<file path="config.mk">
export PLATFORM = sky130hd
export DESIGN_NAME = multicycle_controller
export DESIGN_NICKNAME = d
export VERILOG_FILES = /design/src/rtl/multicycle_controller.sv
export SDC_FILE = /design/constraint.sdc
export NUM_CORES = 1
export LEC_CHECK = 0
export CAP_MARGIN = 20
export CORE_MARGIN = 10
export CORE_UTILIZATION = 40
export CTS_CLUSTER_SIZE = 24
export DETAILED_ROUTE_END_ITERATION = 16
export PLACE_DENSITY_LB_ADDON = 0.15
export SKIP_CTS_REPAIR_TIMING = 1
export SYNTH_ARGS = -nofsm -noshare
export SYNTH_HDL_FRONTEND = slang
export SYNTH_SLANG_ARGS = --single-unit
</file>
<file path="constraint.sdc">
create_clock -name clk -period 3.3 [get_ports clk]
set_clock_uncertainty 0.1 [all_clocks]
set_input_delay 0.33 -clock clk [delete_from_list [all_inputs] [get_ports clk]]
set_output_delay 0.33 -clock clk [all_outputs]
set_load 0.005 [all_outputs]
</file>
<file path="src/rtl/multicycle_controller.sv">
// Control unit for the multicycle ARM core: main FSM, ALU decoder, condition check and NZCV flags.
// Drives every mux select and write enable of the multicycle datapath from the latched Instr[31:12].
module multicycle_controller (
    input  logic        clk,
    input  logic        reset,
    input  logic [19:0] Instr,
    input  logic [3:0]  ALUFlags,
    output logic        PCWrite,
    output logic        MemWrite,
    output logic        RegWrite,
    output logic        IRWrite,
    output logic        AdrSrc,
    output logic [1:0]  RegSrc,
    output logic        ALUSrcA,
    output logic [1:0]  ALUSrcB,
    output logic [1:0]  ResultSrc,
    output logic [1:0]  ImmSrc,
    output logic [1:0]  ALUControl
);

    typedef enum logic [3:0] {
        S_FETCH, S_DECODE, S_MEMADR, S_MEMRD, S_MEMWB,
        S_MEMWR, S_EXECR, S_EXECI, S_ALUWB, S_BRANCH
    } state_t;

    state_t      state, state_next;
    logic [3:0]  flags;
    logic        condexreg;
    logic        condex;
    logic [1:0]  flagw;
    logic [1:0]  alu_dec;
    logic        pcwrite_raw, memwrite_raw, regwrite_raw, irwrite_raw;

    // Instr carries bits [31:12] of the instruction, so field positions are offset by 12.
    logic [3:0]  cond;
    logic [1:0]  op;
    logic [5:0]  funct;
    logic [3:0]  rd;
    logic [3:0]  cmd;
    logic        sbit;
    logic        rd_is_pc;
    logic        in_exec;
    logic        unused_rn;

    assign cond      = Instr[19:16];
    assign op        = Instr[15:14];
    assign funct     = Instr[13:8];
    assign rd        = Instr[3:0];
    assign cmd       = funct[4:1];
    assign sbit      = funct[0];
    assign rd_is_pc  = (rd == 4'b1111);
    assign in_exec   = (state == S_EXECR) || (state == S_EXECI);
    assign unused_rn = ^Instr[7:4];

    assign flagw[1] = sbit;
    assign flagw[0] = sbit && ((cmd == 4'b0100) || (cmd == 4'b0010));

    // NOTE: sequential state uses non-blocking assignments so every register samples pre-edge values.
    always_ff @(posedge clk or negedge reset) begin
        if (!reset) begin
            state     <= S_FETCH;
            flags     <= 4'b0000;
            condexreg <= 1'b0;
        end else begin
            state <= state_next;
            if (state == S_DECODE)
                condexreg <= condex;
            // Flags change only after the instruction's own condition was latched in DECODE.
            if (in_exec && condexreg) begin
                if (flagw[1]) flags[3:2] <= ALUFlags[3:2];
                if (flagw[0]) flags[1:0] <= ALUFlags[1:0];
            end
        end
    end

    // Flags are {N,Z,C,V}.
    always_comb begin
        condex = 1'b0;
        unique case (cond)
            4'b0000: condex = flags[2];
            4'b0001: condex = !flags[2];
            4'b0010: condex = flags[1];
            4'b0011: condex = !flags[1];
            4'b0100: condex = flags[3];
            4'b0101: condex = !flags[3];
            4'b0110: condex = flags[0];
            4'b0111: condex = !flags[0];
            4'b1000: condex = flags[1] && !flags[2];
            4'b1001: condex = !flags[1] || flags[2];
            4'b1010: condex = (flags[3] == flags[0]);
            4'b1011: condex = (flags[3] != flags[0]);
            4'b1100: condex = !flags[2] && (flags[3] == flags[0]);
            4'b1101: condex = flags[2] || (flags[3] != flags[0]);
            4'b1110: condex = 1'b1;
            4'b1111: condex = 1'b0;
        endcase
    end

    always_comb begin
        unique case (cmd)
            4'b0100: alu_dec = 2'b00;
            4'b0010: alu_dec = 2'b01;
            4'b0000: alu_dec = 2'b10;
            4'b1100: alu_dec = 2'b11;
            default: alu_dec = 2'b00;
        endcase
    end

    // NOTE: every output gets a default before the case, so no state leaves a latch behind.
    always_comb begin
        state_next   = S_FETCH;
        pcwrite_raw  = 1'b0;
        memwrite_raw = 1'b0;
        regwrite_raw = 1'b0;
        irwrite_raw  = 1'b0;
        AdrSrc       = 1'b0;
        ALUSrcA      = 1'b0;
        ALUSrcB      = 2'b00;
        ResultSrc    = 2'b00;
        ALUControl   = 2'b00;
        unique case (state)
            S_FETCH: begin
                state_next  = S_DECODE;
                irwrite_raw = 1'b1;
                pcwrite_raw = 1'b1;
                ALUSrcA     = 1'b1;
                ALUSrcB     = 2'b10;
                ResultSrc   = 2'b10;
            end
            S_DECODE: begin
                ALUSrcA   = 1'b1;
                ALUSrcB   = 2'b10;
                ResultSrc = 2'b10;
                unique case (op)
                    2'b00:   state_next = funct[5] ? S_EXECI : S_EXECR;
                    2'b01:   state_next = S_MEMADR;
                    2'b10:   state_next = S_BRANCH;
                    default: state_next = S_FETCH;
                endcase
            end
            S_MEMADR: begin
                state_next = funct[0] ? S_MEMRD : S_MEMWR;
                ALUSrcB    = 2'b01;
            end
            S_MEMRD: begin
                state_next = S_MEMWB;
                AdrSrc     = 1'b1;
            end
            S_MEMWR: begin
                AdrSrc       = 1'b1;
                memwrite_raw = condexreg;
            end
            S_MEMWB: begin
                ResultSrc    = 2'b01;
                regwrite_raw = condexreg;
                pcwrite_raw  = condexreg && rd_is_pc;
            end
            S_EXECR: begin
                state_next = S_ALUWB;
                ALUControl = alu_dec;
            end
            S_EXECI: begin
                state_next = S_ALUWB;
                ALUSrcB    = 2'b01;
                ALUControl = alu_dec;
            end
            S_ALUWB: begin
                regwrite_raw = condexreg;
                pcwrite_raw  = condexreg && rd_is_pc;
            end
            S_BRANCH: begin
                ALUSrcB     = 2'b01;
                ResultSrc   = 2'b10;
                pcwrite_raw = condexreg;
            end
            default: state_next = S_FETCH;
        endcase
    end

    assign RegSrc = {op == 2'b01, op == 2'b10};
    assign ImmSrc = op;

    // Reset is asynchronous, so enables are gated directly rather than waiting for the state to clear.
    assign PCWrite  = pcwrite_raw  && reset;
    assign MemWrite = memwrite_raw && reset;
    assign RegWrite = regwrite_raw && reset;
    assign IRWrite  = irwrite_raw  && reset;

endmodule

</file>
==> results.py, run 1 <==
metrics = {
    "power": {
        "p_sw_share_pct": 37.4,
        "p_sw_mw": 0.257,
        "power_mw": 0.687,
        "power_frac_comb_pct": 54.0,
        "p_per_area_nw_per_um2": 614,
        "cellLeakagePower_nw": 0.454,
        "ir_drop_mv": 0.278,
        "sequentialPowerShare_pct": 34.0,
        "p_int_mw": 0.430,
        "pwr-share-clk_pct": 12.0,
    },
    "placement": {
        "place_ws_ns": 0.897,
        "dp_hpwl_um": 1640,
        "gp_congestion": 0.786,
        "port-buffer-count": 37,
        "placed_cells": 138,
        "place_area_um2": 1090,
    },
    "route": {
        "vias_per_cell": 5.06,
        "drc": 0,
        "ant_nets": 0,
        "wl_per_cell_um": 13.9,
        "vias": 719,
        "drt_wl_total_um": 1970,
        "first_iter_violations": 15,
        "drtPass1Iterations": 4,
    },
    "sta": {
        "setup_viol": 0,
        "max_freq_mhz": 403,
        "grt_setup_unrepaired": "no",
        "period_share_pct": 75.1,
        "slew_headroom_pct": 66.0,
        "worst_slack_ns": 0.821,
        "tightest_slew_ns": 0.510,
        "hold_viol": 0,
        "period_minus_slack_ns": 2.48,
        "maxSlewViolCount": 0,
        "whs_ns": 0.312,
        "fin_tns_setup_ns": 0,
    },
    "yosys": {
        "syn_area_um2": 721,
        "synth-edff-count": 0,
        "ys_seq_area_share_pct": 31.3,
        "ys_top_cells_by_area": "dfrtp_1 (31%), nand2b_1 (5.2%), nor3_1 (4.2%)",
        "synth_top_area_share_pct": 31.3,
        "ys_types": 35,
        "async_flop_share_pct": 100,
        "synth_most_common_cell": "dfrtp_1",
        "ys.flop_type": "dfrtp_1",
        "yosys.area.top_type": "dfrtp_1",
        "synth_common_cells": "dfrtp_1 (9), nor2_1 (7), nand2b_1 (6), nor3_1 (6), nand2_1 (5)",
        "synthesis.nets": 107,
        "ys_ff_latch": 9,
        "syn_avg_cell_area_um2": 8.90,
        "synth_cells": 81,
        "yosys_warnings": 0,
    },
    "global_routing": {
        "grt_pass1_vias": 713,
        "grtUsageTotal_pct": 9.62,
        "grt_max_degree": 17,
        "grt_antenna_before_repair": 0,
        "gr-total-overflow": 0,
        "grt_pass1_wl_um": 3130,
    },
    "worst_setup_path": {
        "end_kind": "output port",
        "startpoint_type": "flip-flop",
        "crit_fanout": 11,
        "arrival_ns": 2.05,
        "path_cells": "nand2b_1, a2111oi_2, a32o_1, clkdlybuf4s50_1",
        "required_ns": 2.87,
        "critPathKind": "flip-flop to output port",
        "path_buf_inv": 1,
        "r2r_slack_ns": 1.35,
        "cp_slowest_cell": "dfrtp_1",
        "crit_family": "compound AO/OA/AOI/OAI gates",
        "crit_path_max_incr_delay_ns": 0.55,
    },
    "cts": {
        "cts.clk_slew.worst_paths_ns": 0.06,
        "insertion_delay_ns": 0.25,
        "clock_sinks": 9,
        "cts_tree": "yes",
        "numCtsBuffers": 3,
        "htreeDepth": 1,
        "clk_path_buf_depth": 2,
        "cts-root-buf": "clkbuf_4",
    },
    "finish": {
        "final_core_util_pct": 64.8,
        "diodes": 0,
        "drive_gt1_share_pct": 11.1,
        "stdcell_count": 142,
        "syn2layout_area_growth_pct": 55.2,
        "num-nets-final": 144,
        "design_area_um2": 1120,
    },
    "flow_run": {
        "cap_viol_max_count": 0,
    },
    "floorplanning": {
        "num_rows": 15,
        "io_pins": 42,
        "initial_core_util_pct": 41.7,
        "dieArea_um2": 3900,
        "die_w_um": 62.4,
        "die_height_um": 62.4,
        "core_area_um2": 1730,
    },
    "worst_hold_path": {
        "hp-class": "input port to asynchronous set/reset pin",
    },
    "run_status": {
        "outcome": "completed",
    },
}
worst register-to-register path: cells and delay by family, from the launching register on:
family           cells  cell delay, ns
multiplexers         1            0.31
flip-flops           1            0.66
AND/OR/NAND/NOR      2            0.77
flip-flops by register name (all words and copies together), names as in the netlist:
register   cells
flags          4
state          4
condexreg      1
cells by family after synthesis:
group,after synthesis,share of synthesized area (%)
AO/OA/AOI/OAI,18,17.4
XOR/XNOR,3,3.65
buffers and inverters,9,6.77
flip-flops,9,31.3
multiplexers,6,11.8
AND/OR/NAND/NOR,36,29.2
path summary, 6_finish.rpt:
path,from,to,depth (start not counted)
worst max-delay path,state[3],PCWrite,4
worst min-delay path,reset,state[0],2
worst max register to register,state[1],flags[0],3
worst min register to register,flags[3],flags[3],1
max in group asynchronous,reset,flags[3],2
min in group clk,flags[3],flags[3],1
area by class of cell:
cell class	instances	area, µm²
Fill cell	175	608
Tap cell	25	31.3
Sequential cell	9	225
Clock buffer	4	26.3
Multi-Input combinational cell	63	447
Timing Repair Buffer	38	378
Inverter	3	11.3
cell usage in the layout (no fill, tap or decap):
cell,instances
o21a_1,1
nor2b_4,1
xnor2_1,2
and4_1,1
mux2_2,2
a32o_1,1
a21oi_1,4
or3_1,1
clkbuf_1,1
and3b_1,1
dfrtp_1,9
nor2_1,7
nor4_1,1
nand3_1,1
nand4_2,1
a2111oi_2,1
o221ai_1,1
and3_1,1
o31ai_1,1
xor2_1,1
inv_1,3
nand2b_1,6
or4_4,1
nand2_1,5
mux2_4,2
nor2b_1,2
buf_4,1
o22ai_1,1
mux2i_1,1
clkdlybuf4s50_1,37
o21ai_0,4
a21boi_0,4
mux4_2,1
nor3_1,6
clkbuf_4,3
and2_1,1
per-layer routing:
| layer | share of wire, % | GRT usage, % | vias up |
|---|---|---|---|
| li1 | - | - | 361 |
| met1 | 45 | 10.7 | 330 |
| met2 | 46 | 15.6 | 26 |
| met3 | 7.4 | 4.12 | 2 |
| met4 | 1.1 | 4.19 | 0 |
| met5 | 0 | 0 | - |
power groups by stage:
stage | clock network, mW | logic [mW] | registers [mW]
5_1_grt | 0.0897 | 0.406 | 0.243
3_3_place_gp | 0 | 0.370 | 0.233
4_1_cts | 0.0855 | 0.378 | 0.234
2_1_floorplan | 0 | 0.245 | 0.183
3_5_place_dp | 0 | 0.376 | 0.236
6_report | 0.0825 | 0.371 | 0.234
(Power assumes the default switching activity.)
==> run 2, diff against run 1 <==
Settings changed: CORE_UTILIZATION 40 to 33.
Clock period 3.3 ns to 2.15 ns, I/O delays scaled along.
==> run 2 against run 1 <==
Die area is 14% higher; worst hold slack worse by 0.13 ns; sequential share of layout area shrank 1.0 points; non-clock buffer count is 6 higher; sequential cell count stayed put; critical path depth stayed put; wire length grew 5.7%; largest cell class unchanged; combinational power up 85%; cell area increased by 7.6%; count of clock-buffer cells in the layout is the same; setup slack lost 0.70 ns; via count grew 3.6%.
==> results.py, run 2 (synthesized netlist as in run 1, its figures left out) <==
metrics = {
    "worst_setup_path": {
        "path_cells": "buf_4, nor2_1, a21boi_1, clkdlybuf4s50_1",
        "cp_slowest_cell": "clkdlybuf4s50_1",
        "required_ns": 1.84,
        "reg2reg_depth": 5,
        "crit_path_max_incr_delay_ns": 0.52,
        "critPathKind": "flip-flop to output port",
        "end_kind": "output port",
        "crit_fanout": 8,
        "startpoint_type": "flip-flop",
        "arrival_ns": 1.71,
    },
    "finish": {
        "design_area_um2": 1200,
        "reg.largest.list": "flags (4), state (4), condexreg (1)",
        "final_common_cell": "clkdlybuf4s50_1",
        "final_cell_mix": "clkdlybuf4s50_1 (32), buf_4 (7), nor2_1 (6), nor3_1 (6)",
        "stdcell_count": 150,
        "diodes": 0,
        "num-nets-final": 150,
        "syn2layout_area_growth_pct": 67.0,
        "drive_gt1_share_pct": 21.1,
        "final_core_util_pct": 59.5,
    },
    "placement": {
        "placed_cells": 143,
        "place_area_um2": 1120,
        "dp_hpwl_um": 1710,
        "port-buffer-count": 37,
        "gp_congestion": 0.759,
    },
    "route": {
        "first_iter_violations": 30,
        "wl_per_cell_um": 13.9,
        "ant_nets": 0,
        "drc": 0,
        "vias": 745,
        "vias_per_cell": 4.97,
        "drtPass1Iterations": 4,
        "drt_wl_total_um": 2080,
    },
    "power": {
        "p_sw_mw": 0.434,
        "pwr-share-clk_pct": 10.8,
        "p_sw_share_pct": 37.5,
        "ir_drop_mv": 0.500,
        "cellLeakagePower_nw": 0.566,
        "power_frac_comb_pct": 59.5,
        "sequentialPowerShare_pct": 29.7,
        "p_int_mw": 0.724,
        "p_per_area_nw_per_um2": 961,
    },
    "global_routing": {
        "grt_pass1_vias": 739,
        "grt_max_degree": 13,
        "grt_antenna_before_repair": 0,
        "grtUsageTotal_pct": 9.22,
        "gr-total-overflow": 0,
        "grt_pass1_wl_um": 3330,
    },
    "flow_run": {
        "cap_viol_max_count": 0,
    },
    "sta": {
        "whs_ns": 0.184,
        "period_share_pct": 94.3,
        "grt_setup_unrepaired": "no",
        "period_minus_slack_ns": 2.03,
        "maxSlewViolCount": 0,
        "tightest_slew_ns": 0.283,
        "slew_headroom_pct": 81.1,
        "max_freq_mhz": 493,
        "hold_viol": 0,
        "setup_viol": 0,
        "fin_tns_setup_ns": 0,
    },
    "cts": {
        "cts-root-buf": "clkbuf_4",
        "clk_path_buf_depth": 2,
        "htreeDepth": 1,
        "insertion_delay_ns": 0.25,
        "cts.clk_slew.worst_paths_ns": 0.06,
        "clock_sinks": 9,
        "cts_tree": "yes",
        "numCtsBuffers": 3,
    },
    "floorplanning": {
        "dieArea_um2": 4450,
        "die_height_um": 66.7,
        "core_area_um2": 2020,
        "die_w_um": 66.7,
        "num_rows": 16,
        "initial_core_util_pct": 35.6,
        "io_pins": 42,
    },
    "worst_hold_path": {
        "hp-class": "input port to asynchronous set/reset pin",
    },
    "run_status": {
        "outcome": "completed",
    },
}
## run 2: critical path: cells and delay by family, from the launching register on
kind | cells | cell delay (ns)
compound gates | 1 | 0.17
buf+inv | 2 | 0.70
flops | 1 | 0.47
simple gates | 1 | 0.12
## run 2: worst paths after layout
kind / start / slack [ns] / end
min reg2reg: flags[2] / 0.44 / flags[2]
max: state[1] / 0.12 / ResultSrc[1]
max reg2reg: state[3] / 0.20 / flags[1]
min: reset / 0.18 / state[0]
max in group asynchronous: reset / 1.61 / state[3]
min in group clk: flags[2] / 0.44 / flags[2]
## run 2: cell type report
type | instances | area [µm²]
Fill cell | 180 | 818
Multi-Input combinational cell | 63 | 467
Timing Repair Buffer | 44 | 435
Sequential cell | 9 | 230
Tap cell | 27 | 33.8
Clock buffer | 4 | 26.3
Inverter | 3 | 11.3
## run 2: power by group through the flow
stage / sequential (mW) / combinational [mW] / clock (mW)
global route: 0.356 / 0.761 / 0.138
finish: 0.344 / 0.688 / 0.125
global placement: 0.335 / 0.634 / 0
CTS: 0.335 / 0.644 / 0.131
floorplan: 0.281 / 0.376 / 0
detailed placement: 0.339 / 0.640 / 0
## run 2: through the flow
stage | setup slack, ns | power [mW]
4_1_cts | -0.198 | 1.11
6_report | 0.124 | 1.16
3_5_place_dp | -0.0392 | 0.978
3_3_place_gp | -0.0305 | 0.969
5_1_grt | 0.0289 | 1.26
2_1_floorplan | 0.410 | 0.657
## run 2: per-layer routing
layer  share of wire [%]  up-vias  track usage (%)
met1                  43      344             11.0
met4                   0        0             3.93
met2                  47       26             14.2
met5                   0        -                0
li1                    -      375                -
met3                  10        0             3.68
==> run 3, diff against run 2 <==
Settings changed: MAX_ROUTING_LAYER set to met4.
==> run 3 against run 2 <==
Total power increased by 0.17%; utilization rose by 0.25 points; final cell count stayed put; wire length is 0.87% higher; global-route usage up 0.29 points.
==> results.py, run 3 (synthesized netlist as in run 1, its figures left out) <==
metrics = {
    "finish": {
        "final_common_cell": "clkdlybuf4s50_1",
        "num-nets-final": 150,
        "multi_input_area_um2": 472,
        "final_core_util_pct": 59.8,
        "n_fill_cell": 180,
        "drive_gt1_share_pct": 22.0,
        "regArea_um2": 230,
        "reg.largest.list": "flags (4), state (4), condexreg (1)",
        "diodes": 0,
        "syn2layout_area_growth_pct": 67.7,
        "final_cell_mix": "clkdlybuf4s50_1 (32), buf_4 (7), nor2_1 (6)",
    },
    "power": {
        "pwr-share-clk_pct": 10.9,
        "power_frac_comb_pct": 59.5,
        "p_sw_mw": 0.435,
        "p_int_mw": 0.724,
        "power_mw": 1.16,
        "sequentialPowerShare_pct": 29.6,
        "p_per_area_nw_per_um2": 959,
        "ir_drop_mv": 0.500,
        "cellLeakagePower_nw": 0.567,
        "p_sw_share_pct": 37.6,
    },
    "route": {
        "vias_per_cell": 4.95,
        "drc": 0,
        "first_iter_violations": 36,
        "ant_nets": 0,
        "vias": 743,
        "drtPass1Iterations": 4,
        "drt_wl_total_um": 2100,
        "wl_per_cell_um": 14.0,
    },
    "worst_setup_path": {
        "critPathKind": "flip-flop to output port",
        "path_cells": "buf_4, nor2_1, a21boi_1, clkdlybuf4s50_1",
        "startpoint_type": "flip-flop",
        "crit_fanout": 8,
        "required_ns": 1.84,
        "crit_path_max_incr_delay_ns": 0.52,
        "end_kind": "output port",
        "cp_slowest_cell": "clkdlybuf4s50_1",
        "arrival_ns": 1.71,
    },
    "sta": {
        "period_minus_slack_ns": 2.03,
        "fin_tns_setup_ns": 0,
        "maxSlewViolCount": 0,
        "setup_viol": 0,
        "tightest_slew_ns": 0.283,
        "grt_setup_unrepaired": "no",
        "period_share_pct": 94.3,
        "max_freq_mhz": 493,
        "hold_viol": 0,
        "slew_headroom_pct": 81.1,
    },
    "worst_hold_path": {
        "hp-class": "input port to asynchronous set/reset pin",
    },
    "floorplanning": {
        "core_area_um2": 2020,
        "io_pins": 42,
        "die_height_um": 66.7,
        "initial_core_util_pct": 35.6,
        "die_w_um": 66.7,
        "num_rows": 16,
        "dieArea_um2": 4450,
    },
    "global_routing": {
        "grt_max_degree": 13,
        "grt_antenna_before_repair": 0,
        "grtUsageTotal_pct": 9.51,
        "grt_pass1_wl_um": 3340,
        "gr-total-overflow": 0,
        "grt_pass1_vias": 736,
    },
    "placement": {
        "dp_hpwl_um": 1710,
        "port-buffer-count": 37,
        "gp_congestion": 0.769,
    },
    "cts": {
        "clk_path_buf_depth": 2,
        "htreeDepth": 1,
        "cts.clk_slew.worst_paths_ns": 0.06,
        "cts_tree": "yes",
        "cts-root-buf": "clkbuf_4",
        "insertion_delay_ns": 0.25,
        "clock_sinks": 9,
        "numCtsBuffers": 3,
    },
    "run_status": {
        "outcome": "completed",
    },
    "flow_run": {
        "cap_viol_max_count": 0,
    },
}
run 3: cell types whose count changed in the layout (fill, tap and decap cells not counted):
cell | before | now
nor3_1 | 6 | 5
nor3_2 | 0 | 1
run 3: worst max-delay path, delay by kind of cell (launching register included):
family,cells,cell delay [ns]
DFF,1,0.47
buffers and inverters,2,0.70
AOI/OAI and AO/OA,1,0.17
and+or+nand+nor,1,0.12
run 3: power by group through the flow:
stage | clock (mW) | combinational [mW] | sequential [mW]
3_5_place_dp | 0 | 0.640 | 0.339
2_1_floorplan | 0 | 0.376 | 0.281
6_report | 0.126 | 0.690 | 0.344
3_3_place_gp | 0 | 0.634 | 0.335
5_1_grt | 0.138 | 0.762 | 0.356
4_1_cts | 0.131 | 0.644 | 0.335
run 3: final timing paths:
check	startpoint	to	slack (ns)	cells past startpoint
setup / recovery	state[1]	ResultSrc[1]	0.12	4
hold reg to reg	flags[2]	flags[2]	0.44	1
max in group asynchronous	reset	state[3]	1.61	2
min in group clk	flags[2]	flags[2]	0.44	1
setup reg to reg	state[3]	flags[1]	0.20	5
hold / removal	reset	state[0]	0.18	2
run 3: cell type report:
| class | instances | share of cell area (%) |
|---|---|---|
| Clock buffer | 4 | 2.17 |
| Inverter | 3 | 0.932 |
| Multi-Input combinational cell | 63 | 39.0 |
| Sequential cell | 9 | 19.0 |
| Tap cell | 27 | 2.80 |
| Timing Repair Buffer | 44 | 36.0 |
run 3: layer usage:
metal / track usage (%) / share of wire (%) / vias to the layer above
li1: - / - / 373
met1: 12.1 / 46 / 346
met2: 14.2 / 47 / 24
met3: 1.84 / 6.6 / 0
met4: 3.93 / 0 / 0
met5: - / 0 / -
run 3: through the flow:
stage	hold slack [ns]	cells	cell area [µm²]	worst slack [ns]
floorplan	-0.181	81	721	0.410
global placement	0.419	143	1120	-0.0305
detailed placement	0.431	143	1120	-0.0392
CTS	0.174	147	1140	-0.198
global route	0.175	150	1210	0.0289
finish	0.180	150	1210	0.123
